`config.mk`:
```
export PLATFORM = sky130hd
export DESIGN_NAME = dmem_arbiter
export DESIGN_NICKNAME = d
export VERILOG_FILES = /design/src/rtl/dmem_arb_pkg.sv /design/src/rtl/rr_arb2.sv /design/src/rtl/dmem_arbiter.sv
export SDC_FILE = /design/constraint.sdc
export NUM_CORES = 1
export LEC_CHECK = 0
export BUFFER_PORTS_ARGS = -buffer_cell sky130_fd_sc_hd__buf_2
export CAP_MARGIN = 15
export CORE_MARGIN = 4
export CORE_UTILIZATION = 26
export CTS_CLUSTER_DIAMETER = 50
export DETAILED_ROUTE_END_ITERATION = 12
export GPL_TIMING_DRIVEN = 0
export PLACE_DENSITY = 0.59
export SYNTH_ARGS = -nofsm -noshare
export SYNTH_HDL_FRONTEND = slang
export SYNTH_SLANG_ARGS = --single-unit
```
`constraint.sdc`:
```
create_clock -name clk -period 3.6 [get_ports clk]
set_input_delay 0.18 -clock clk [delete_from_list [all_inputs] [get_ports clk]]
set_output_delay 0.18 -clock clk [all_outputs]
set_load 0.05 [all_outputs]
```
`src/rtl/dmem_arb_pkg.sv`:
```
// Shared defaults and port identifiers for the data-memory arbiter.
package dmem_arb_pkg;

    localparam int unsigned DMEM_DEPTH  = 64;
    localparam int unsigned DMEM_ADDR_W = 32;
    localparam int unsigned DMEM_DATA_W = 32;

    typedef enum logic {
        PORT_CPU = 1'b0,
        PORT_DMA = 1'b1
    } port_e;

endpackage

```
`src/rtl/rr_arb2.sv`:
```
// Two-requester combinational arbiter: round-robin on last grant, or port 0 priority.
module rr_arb2
    import dmem_arb_pkg::*;
(
    input  logic [1:0] req,
    input  port_e      last,
    input  logic       fixed_pri,
    output logic [1:0] gnt
);

    logic cpu_wins;

    // The CPU takes a conflict when it has priority or the DMA port was served last.
    always_comb begin
        cpu_wins      = req[PORT_CPU] & (~req[PORT_DMA] | fixed_pri | (last == PORT_DMA));
        gnt           = 2'b00;
        gnt[PORT_CPU] = cpu_wins;
        gnt[PORT_DMA] = req[PORT_DMA] & ~cpu_wins;
    end

endmodule

```
`src/rtl/dmem_arbiter.sv`:
```
// Shares the single-port data memory between the CPU (port 0) and loader/DMA (port 1):
// one-deep issue register feeding the memory, registered read return.
module dmem_arbiter
    import dmem_arb_pkg::*;
#(
    parameter int unsigned DEPTH     = DMEM_DEPTH,
    parameter int unsigned ADDR_W    = DMEM_ADDR_W,
    parameter int unsigned DATA_W    = DMEM_DATA_W,
    parameter bit          FIXED_PRI = 1'b0
) (
    input  logic              clk,
    input  logic              reset,
    input  logic              req0,
    input  logic              req1,
    input  logic              we0,
    input  logic              we1,
    input  logic [ADDR_W-1:0] addr0,
    input  logic [ADDR_W-1:0] addr1,
    input  logic [DATA_W-1:0] wdata0,
    input  logic [DATA_W-1:0] wdata1,
    output logic              gnt0,
    output logic              gnt1,
    output logic              rvalid0,
    output logic              rvalid1,
    output logic [DATA_W-1:0] rdata,
    output logic              err0,
    output logic              err1,
    output logic [ADDR_W-1:0] mem_addr,
    output logic [DATA_W-1:0] mem_wdata,
    output logic              mem_rd,
    output logic              mem_wr,
    input  logic [DATA_W-1:0] mem_rdata
);

    logic [1:0]        req;
    logic [1:0]        arb_gnt;
    logic [1:0]        gnt;
    logic              any_gnt;
    port_e             sel_port;
    logic              sel_we;
    logic [ADDR_W-1:0] sel_addr;
    logic [DATA_W-1:0] sel_wdata;
    logic              sel_in_range;

    port_e             last_gnt_q,    last_gnt_d;
    logic              issue_valid_q, issue_valid_d;
    port_e             issue_port_q,  issue_port_d;
    logic              issue_we_q,    issue_we_d;
    logic              issue_oor_q,   issue_oor_d;
    logic [ADDR_W-1:0] issue_addr_q,  issue_addr_d;
    logic [DATA_W-1:0] issue_wdata_q, issue_wdata_d;
    logic              mem_rd_q,      mem_rd_d;
    logic              mem_wr_q,      mem_wr_d;
    logic [1:0]        rvalid_q,      rvalid_d;
    logic [1:0]        err_q,         err_d;
    logic [DATA_W-1:0] rdata_q,       rdata_d;

    assign req = {req1, req0};

    rr_arb2 u_arb (
        .req       (req),
        .last      (last_gnt_q),
        .fixed_pri (FIXED_PRI),
        .gnt       (arb_gnt)
    );

    // Nothing is accepted while reset is held.
    assign gnt     = reset ? 2'b00 : arb_gnt;
    assign any_gnt = |gnt;

    // Mux the winning request and range-check it before it enters the issue register.
    always_comb begin
        sel_port     = arb_gnt[PORT_DMA] ? PORT_DMA : PORT_CPU;
        sel_we       = (sel_port == PORT_DMA) ? we1    : we0;
        sel_addr     = (sel_port == PORT_DMA) ? addr1  : addr0;
        sel_wdata    = (sel_port == PORT_DMA) ? wdata1 : wdata0;
        sel_in_range = sel_addr < ADDR_W'(DEPTH);
    end

    always_comb begin
        last_gnt_d    = last_gnt_q;
        issue_valid_d = any_gnt;
        issue_port_d  = issue_port_q;
        issue_we_d    = issue_we_q;
        issue_oor_d   = issue_oor_q;
        issue_addr_d  = issue_addr_q;
        issue_wdata_d = issue_wdata_q;
        mem_rd_d      = any_gnt & ~sel_we & sel_in_range;
        mem_wr_d      = any_gnt &  sel_we & sel_in_range;
        rvalid_d      = 2'b00;
        err_d         = 2'b00;
        rdata_d       = rdata_q;

        if (any_gnt) begin
            last_gnt_d    = sel_port;
            issue_port_d  = sel_port;
            issue_we_d    = sel_we;
            issue_oor_d   = ~sel_in_range;
            issue_addr_d  = sel_addr;
            issue_wdata_d = sel_wdata;
        end

        // Return stage: capture read data in the access cycle; writes keep rdata.
        if (issue_valid_q) begin
            err_d[issue_port_q] = issue_oor_q;
            if (!issue_we_q) begin
                rvalid_d[issue_port_q] = 1'b1;
                rdata_d                = issue_oor_q ? '0 : mem_rdata;
            end
        end
    end

    always_ff @(posedge clk) begin
        if (reset) begin
            last_gnt_q    <= PORT_DMA;
            issue_valid_q <= 1'b0;
            issue_port_q  <= PORT_CPU;
            issue_we_q    <= 1'b0;
            issue_oor_q   <= 1'b0;
            issue_addr_q  <= '0;
            issue_wdata_q <= '0;
            mem_rd_q      <= 1'b0;
            mem_wr_q      <= 1'b0;
            rvalid_q      <= 2'b00;
            err_q         <= 2'b00;
            rdata_q       <= '0;
        end else begin
            last_gnt_q    <= last_gnt_d;
            issue_valid_q <= issue_valid_d;
            issue_port_q  <= issue_port_d;
            issue_we_q    <= issue_we_d;
            issue_oor_q   <= issue_oor_d;
            issue_addr_q  <= issue_addr_d;
            issue_wdata_q <= issue_wdata_d;
            mem_rd_q      <= mem_rd_d;
            mem_wr_q      <= mem_wr_d;
            rvalid_q      <= rvalid_d;
            err_q         <= err_d;
            rdata_q       <= rdata_d;
        end
    end

    // An access already issued is dropped in the cycle reset arrives.
    assign mem_rd    = mem_rd_q & ~reset;
    assign mem_wr    = mem_wr_q & ~reset;
    assign mem_addr  = issue_addr_q;
    assign mem_wdata = issue_wdata_q;

    assign gnt0    = gnt[PORT_CPU];
    assign gnt1    = gnt[PORT_DMA];
    assign rvalid0 = rvalid_q[PORT_CPU];
    assign rvalid1 = rvalid_q[PORT_DMA];
    assign err0    = err_q[PORT_CPU];
    assign err1    = err_q[PORT_DMA];
    assign rdata   = rdata_q;

endmodule

```
==> Yosys cells after proc, flatten, opt, wreduce, memory -nomap -nowiden <==
Index checks and enable logic that the tools add are counted.
{ "op_classes": {"add_sub_neg": 0, "mul": 0, "n_div": 0, "order_cmp": 3, "eq_ne": 0, "n_shift": 0, "mux": 8, "n_bitwise": 17, "reduce_logical": 5} }
{ "op_table": {"columns": ["cell", "count"], "rows": [
  ["$mux W32", 3],
  ["$lt A32 B7 Y1 const B", 1],
  ["$and A1 B1 Y1", 8],
  ["$not A1 Y1", 7],
  ["$reduce_or A2 Y1", 2],
  ["$mux W1", 3],
  ["$reduce_or A3 Y1", 1],
  ["$and A2 B2 Y2", 1],
  ["$lt A1 B2 Y1 const B", 1],
  ["$mux W2", 1],
  ["$reduce_and A2 Y1", 1],
  ["$demux W1 S1", 1],
  ["$ge A1 B1 Y1 const B", 1],
  ["$logic_and A1 B1 Y1", 1],
  ["$or A1 B1 Y1", 1]
]} }
{ "word_totals": {"ff_bits": 107, "latchBits": 0, "ramBits": 0, "rom_bits": 0, "out_inout_bits": 104, "n_memories": 0} }

==> Depth between registers and ports, before layout <==
{ "depth": {"ltp_word": 10, "mapped_depth": 6, "mapped_depth_nobuf": 4} }

==> Hierarchy <==
Synthesis repeated with hierarchy kept, for this count alone.
{ "hier_totals": {"hier_cells": 490, "hier_area_um2": 4413.0} }
{ "by_module_without_submodules": {"columns": ["module", "instances", "cells_per_inst", "area_each_um2"], "rows": [
  ["dmem_arbiter", 1, 485, 4383.0],
  ["rr_arb2", 1, 5, 30.0]
]} }

==> Least setup slack after synthesis <==
Ideal clock, no wire load.
{ "synth_path": {"kind": "input -> register", "startpoint": "input addr0[24]", "endpoint": "register issue_oor_q", "setup_ns": 0.135, "arrival_ns": 1.360, "required_ns": 3.465, "setup_slack_ns": 2.105, "stages": 3, "path_buffers": 0, "cell_sequence": "or4_1 > or4_4 > nor4bb_1"} }
{ "synth_between": {"elab_chain_len": 3} }
{ "synth_lines": {"columns": ["item", "line", "text"], "rows": [
  ["start, declared", "dmem_arbiter.sv:17", "input logic [ADDR_W-1:0] addr0,"],
  ["$mux W32", "dmem_arbiter.sv:75", "sel_addr = (sel_port == PORT_DMA) ? addr1 : addr0;"],
  ["$lt A32 B7 Y1", "dmem_arbiter.sv:77", "sel_in_range = sel_addr < ADDR_W'(DEPTH);"],
  ["$not A1 Y1", "dmem_arbiter.sv:98", "issue_oor_d = ~sel_in_range;"],
  ["end signal, assigned", "dmem_arbiter.sv:132", "issue_oor_q <= issue_oor_d;"],
  ["end, declared", "dmem_arbiter.sv:49", "logic issue_oor_q, issue_oor_d;"]
]} }
Every way passes these cells.
A chain may end at the register's enable or synchronous reset.

==> Worst setup path in the final report <==
{ "layout_path": {"startpoint": "register last_gnt_q", "endpoint": "register issue_wdata_q[5], in the netlist mem_wdata[5]"} }
{ "layout_between": {"elab_chain_len": 6, "word_cells_on_any_way": 8, "classes_between": "mux: 3; bitwise: 4; reduce/logical: 1"} }
{ "layout_lines": {"columns": ["item", "line", "text"], "rows": [
  ["start, declared", "dmem_arbiter.sv:45", "port_e last_gnt_q, last_gnt_d;"],
  ["start signal, assigned", "dmem_arbiter.sv:128", "last_gnt_q <= last_gnt_d;"],
  ["$or A1 B1 Y1 (*)", "rr_arb2.sv:15", "cpu_wins = req[PORT_CPU] & (~req[PORT_DMA] | fixed_pri | (last == PORT_DMA));"],
  ["$and A1 B1 Y1 (*)", "rr_arb2.sv:15", null],
  ["$not A1 Y1", "rr_arb2.sv:18", "gnt[PORT_DMA] = req[PORT_DMA] & ~cpu_wins;"],
  ["$and A1 B1 Y1", "rr_arb2.sv:18", null],
  ["$mux W1 or $mux W2 (tied branches)", "dmem_arbiter.sv:73, dmem_arbiter.sv:68", null],
  ["$mux W32 or $reduce_or A2 Y1 (tied branches)", "dmem_arbiter.sv:76, dmem_arbiter.sv:69", null],
  ["end signal, assigned", "dmem_arbiter.sv:134", "issue_wdata_q <= issue_wdata_d;"],
  ["end, declared", "dmem_arbiter.sv:51", "logic [DATA_W-1:0] issue_wdata_q, issue_wdata_d;"]
]} }
Mark *: on every way between the ends. The rest lies on a longest branch, timed or not.

==> impl_metrics.py <==
metrics = {
    "run_status": {
        "outcome": "finished, final reports clean",
    },
    "routing": {
        "avgViaCountPerCell": 4.76,
        "dr.pass1.iters": 4,
        "wl_um": 16100,
        "ant_nets": 0,
        "drc_errors": 0,
        "wl_per_cell_um": 16.2,
        "first_iter_violations": 160,
        "vias": 4711,
    },
    "finish": {
        "nFillCells": 1672,
        "syn2layout_area_growth_pct": 46.1,
        "final_core_util": 0.386,
        "post-route-cell-area_mm2": 0.00611,
        "drive_gt1_frac": 0.379,
        "num_antenna_cells": 0,
        "fin_nets": 935,
    },
    "power_and_ir_drop": {
        "powerDensity_mw_per_mm2": 507,
        "peakVddDrop_v": 0.000219,
        "p_leak_nw": 2.95,
        "total_power_mw": 3.10,
    },
    "die": {
        "die_x_um": 135,
        "rows": 46,
        "core_region_area_mm2": 0.0158,
        "pin_count": 270,
        "die_h_um": 135,
        "initial_core_util": 0.264,
        "fp.dieArea_mm2": 0.0182,
    },
    "timing": {
        "fin_crit_ps": 1740,
        "tns_ps": 0,
        "grt_setup_unrepaired": "false",
        "period_share": 0.483,
        "final_hold_viol_count": 0,
        "clock_skew_ps": 13.8,
        "worst_slew_pin_slew_ps": 619,
        "whs_ps": 41.7,
        "finalSetupViolations": 0,
        "finalMaxSlewViolations": 0,
        "fmax_mhz": 575,
        "slew_headroom": 0.587,
    },
    "placement": {
        "gp_routability_congestion": 0.798,
        "dpl.hpwl_um": 12400,
        "io_buffers": 268,
        "place_area_mm2": 0.00579,
    },
    "logic_synthesis": {
        "yosys.area.top_type_share": 0.513,
        "synth_commonest_cells": "nand2_1 (134), dfxtp_1 (107), nor2_1 (73)",
        "synth_compound_area_frac": 0.216,
        "yosysMostFrequentCell": "nand2_1",
        "synth_top_cell_by_area": "dfxtp_1",
        "netlist_area_mm2": 0.00418,
        "synth.area.top_cells": "dfxtp_1 (51%), a311oi_1 (13%), nand2_1 (12%)",
        "synth_top_family_by_area": "simple AND/OR/NAND/NOR gates",
        "async_reset_ff_frac": 0,
        "yosysSeqAreaShare": 0.513,
        "yosysUniqueCellTypes": 27,
        "synthFlopType": "dfxtp_1",
        "synthXorXnorAreaFrac": 0,
        "synth_edf_count": 0,
        "ys_warn_count": 0,
        "syn_inst": 490,
        "post_synth_and_or_nand_nor_area_fraction": 0.224,
        "synth_nets": 656,
        "synth_fa_ha_area_frac": 0,
        "synth_mux_area_frac": 0.00240,
        "ys_ff_latch": 107,
        "synth_area_per_cell_um2": 8.53,
    },
    "clock_tree": {
        "cts.sinks": 107,
        "clkLatencyLatePin_ps": 350,
        "h-tree-depth": 3,
        "ctsHoldBuffers": 0,
        "cts_tree": "done",
        "clkTransAtPathRegs_ps": 80,
        "cts_buffer_depth": 2,
        "cts_buffers": 9,
        "root_buffer": "clkbuf_16",
        "cts_setup_buffers": 0,
        "cts.repair.resized": 0,
    },
    "setup_path": {
        "cp.arrival_ps": 2000,
        "worstSetupEndpointType": "flop",
        "cp.required_ps": 3860,
        "worstSetupPathType": "flop to flop",
        "worstPathMaxFanout": 10,
        "worstPathCellList": "nand2_1 -> nand2_1 -> buf_2 -> clkbuf_1 -> nand2_1 -> a311oi_1",
        "startpoint_type": "flop",
        "path_common_cell": "nand2_1",
        "crit_slowest_cell": "clkbuf_1",
        "slowest_delay_ps": 440,
    },
    "grt": {
        "grt_pass1_vias": 4517,
        "grt.overflow.total": 0,
        "grt_max_degree": 18,
        "grtUsageTotal": 0.167,
        "grt_antenna_before_repair": 0,
        "grt_pass1_wl_um": 23900,
    },
    "min_path": {
        "hold_path.class": "primary input to flop",
    },
    "flow_run": {
        "drv_cap": 0,
    },
}
-- area by class of cell --
class	count	area, µm²	area share
plain buffers	42	165	0.0270
clock buffers	10	229	0.0375
clock inverters	6	87.6	0.0143
inverters	6	22.5	0.00369
multi-input cells	335	1850	0.303
flip-flops and latches	107	2140	0.351
well taps	216	270	0.0443
repair buffers	268	1340	0.220
-- per-stage QoR --
step | instances | setup WS (ps)
2_1_floorplan | 490 | 2100
3_3_place_gp | 974 | 1510
3_5_place_dp | 974 | 1540
4_1_cts | 990 | 1790
5_1_grt | 990 | 1630
6_report | 990 | 1860
-- sequential cells by signal, indices dropped and copies added (netlist names) --
name and count:
last_gnt_q 1, mem_addr 32, issue_we_q 1, rdata 32, rvalid_q 2, mem_wr_q 1, issue_valid_q 1, issue_oor_q 1
err_q 2, mem_rd_q 1, issue_port_q 1, mem_wdata 32
-- cell families after synthesis --
family / after synthesis
buf+inv: 48
flops: 107
mux: 1
compound gates: 104
simple gates: 230
-- layout by cell type, fill, tap and decap left out --
| master | instances |
|---|---|
| clkinv_4 | 1 |
| or4_4 | 1 |
| bufinv_16 | 2 |
| a22o_1 | 32 |
| buf_2 | 274 |
| nand4_1 | 2 |
| a21boi_2 | 1 |
| nor2_1 | 73 |
| clkbuf_1 | 25 |
| a211oi_1 | 1 |
| inv_1 | 5 |
| nand2b_1 | 1 |
| or4_1 | 3 |
| nand3_1 | 1 |
| and4_1 | 2 |
| clkbuf_16 | 9 |
| buf_1 | 12 |
| nor2b_1 | 2 |
| nor4_1 | 10 |
| nor4bb_1 | 1 |
| dfxtp_1 | 107 |
| a211oi_2 | 1 |
| a21boi_1 | 1 |
| a21oi_1 | 2 |
| inv_2 | 1 |
| nand2_1 | 134 |
| o21ai_0 | 1 |
| a311oi_1 | 64 |
| o211ai_1 | 1 |
| inv_6 | 1 |
| mux2i_1 | 1 |
| clkinv_2 | 2 |
-- final timing paths --
| path | from | end | slack (ps) | depth (start not counted) |
|---|---|---|---|---|
| worst max-delay path | last_gnt_q | mem_wdata[5] | 1860 | 6 |
| worst min-delay path | mem_rdata[7] | rdata[7] | 40 | 2 |
| worst max register to register | last_gnt_q | mem_wdata[5] | 1860 | 6 |
| worst min register to register | issue_port_q | rvalid_q[0] | 470 | 1 |
-- routing by layer --
layer	wire, µm	track usage	vias to the layer above
li1	-	-	2311
met1	6980	0.212	2193
met2	7660	0.280	188
met3	1140	0.0380	19
met4	304	0.0594	0
met5	0	0	-
-- report_power, final --
part / total [mW] / internal, mW / switching [mW] / leakage, nW
Sequential: 1.31 / 1.27 / 0.0416 / 0.882
Clock: 1.07 / 0.612 / 0.455 / 0.157
Combinational: 0.724 / 0.206 / 0.518 / 1.92
-- worst max-delay path: cells and delay by family (launching register included) --
family                 cells  cell delay (ps)
buffers and inverters      2              690
flip-flops                 1              390
AO/OA/AOI/OAI              1              270
AND/OR/NAND/NOR            3              300
Power figures use the tool's default switching activity.
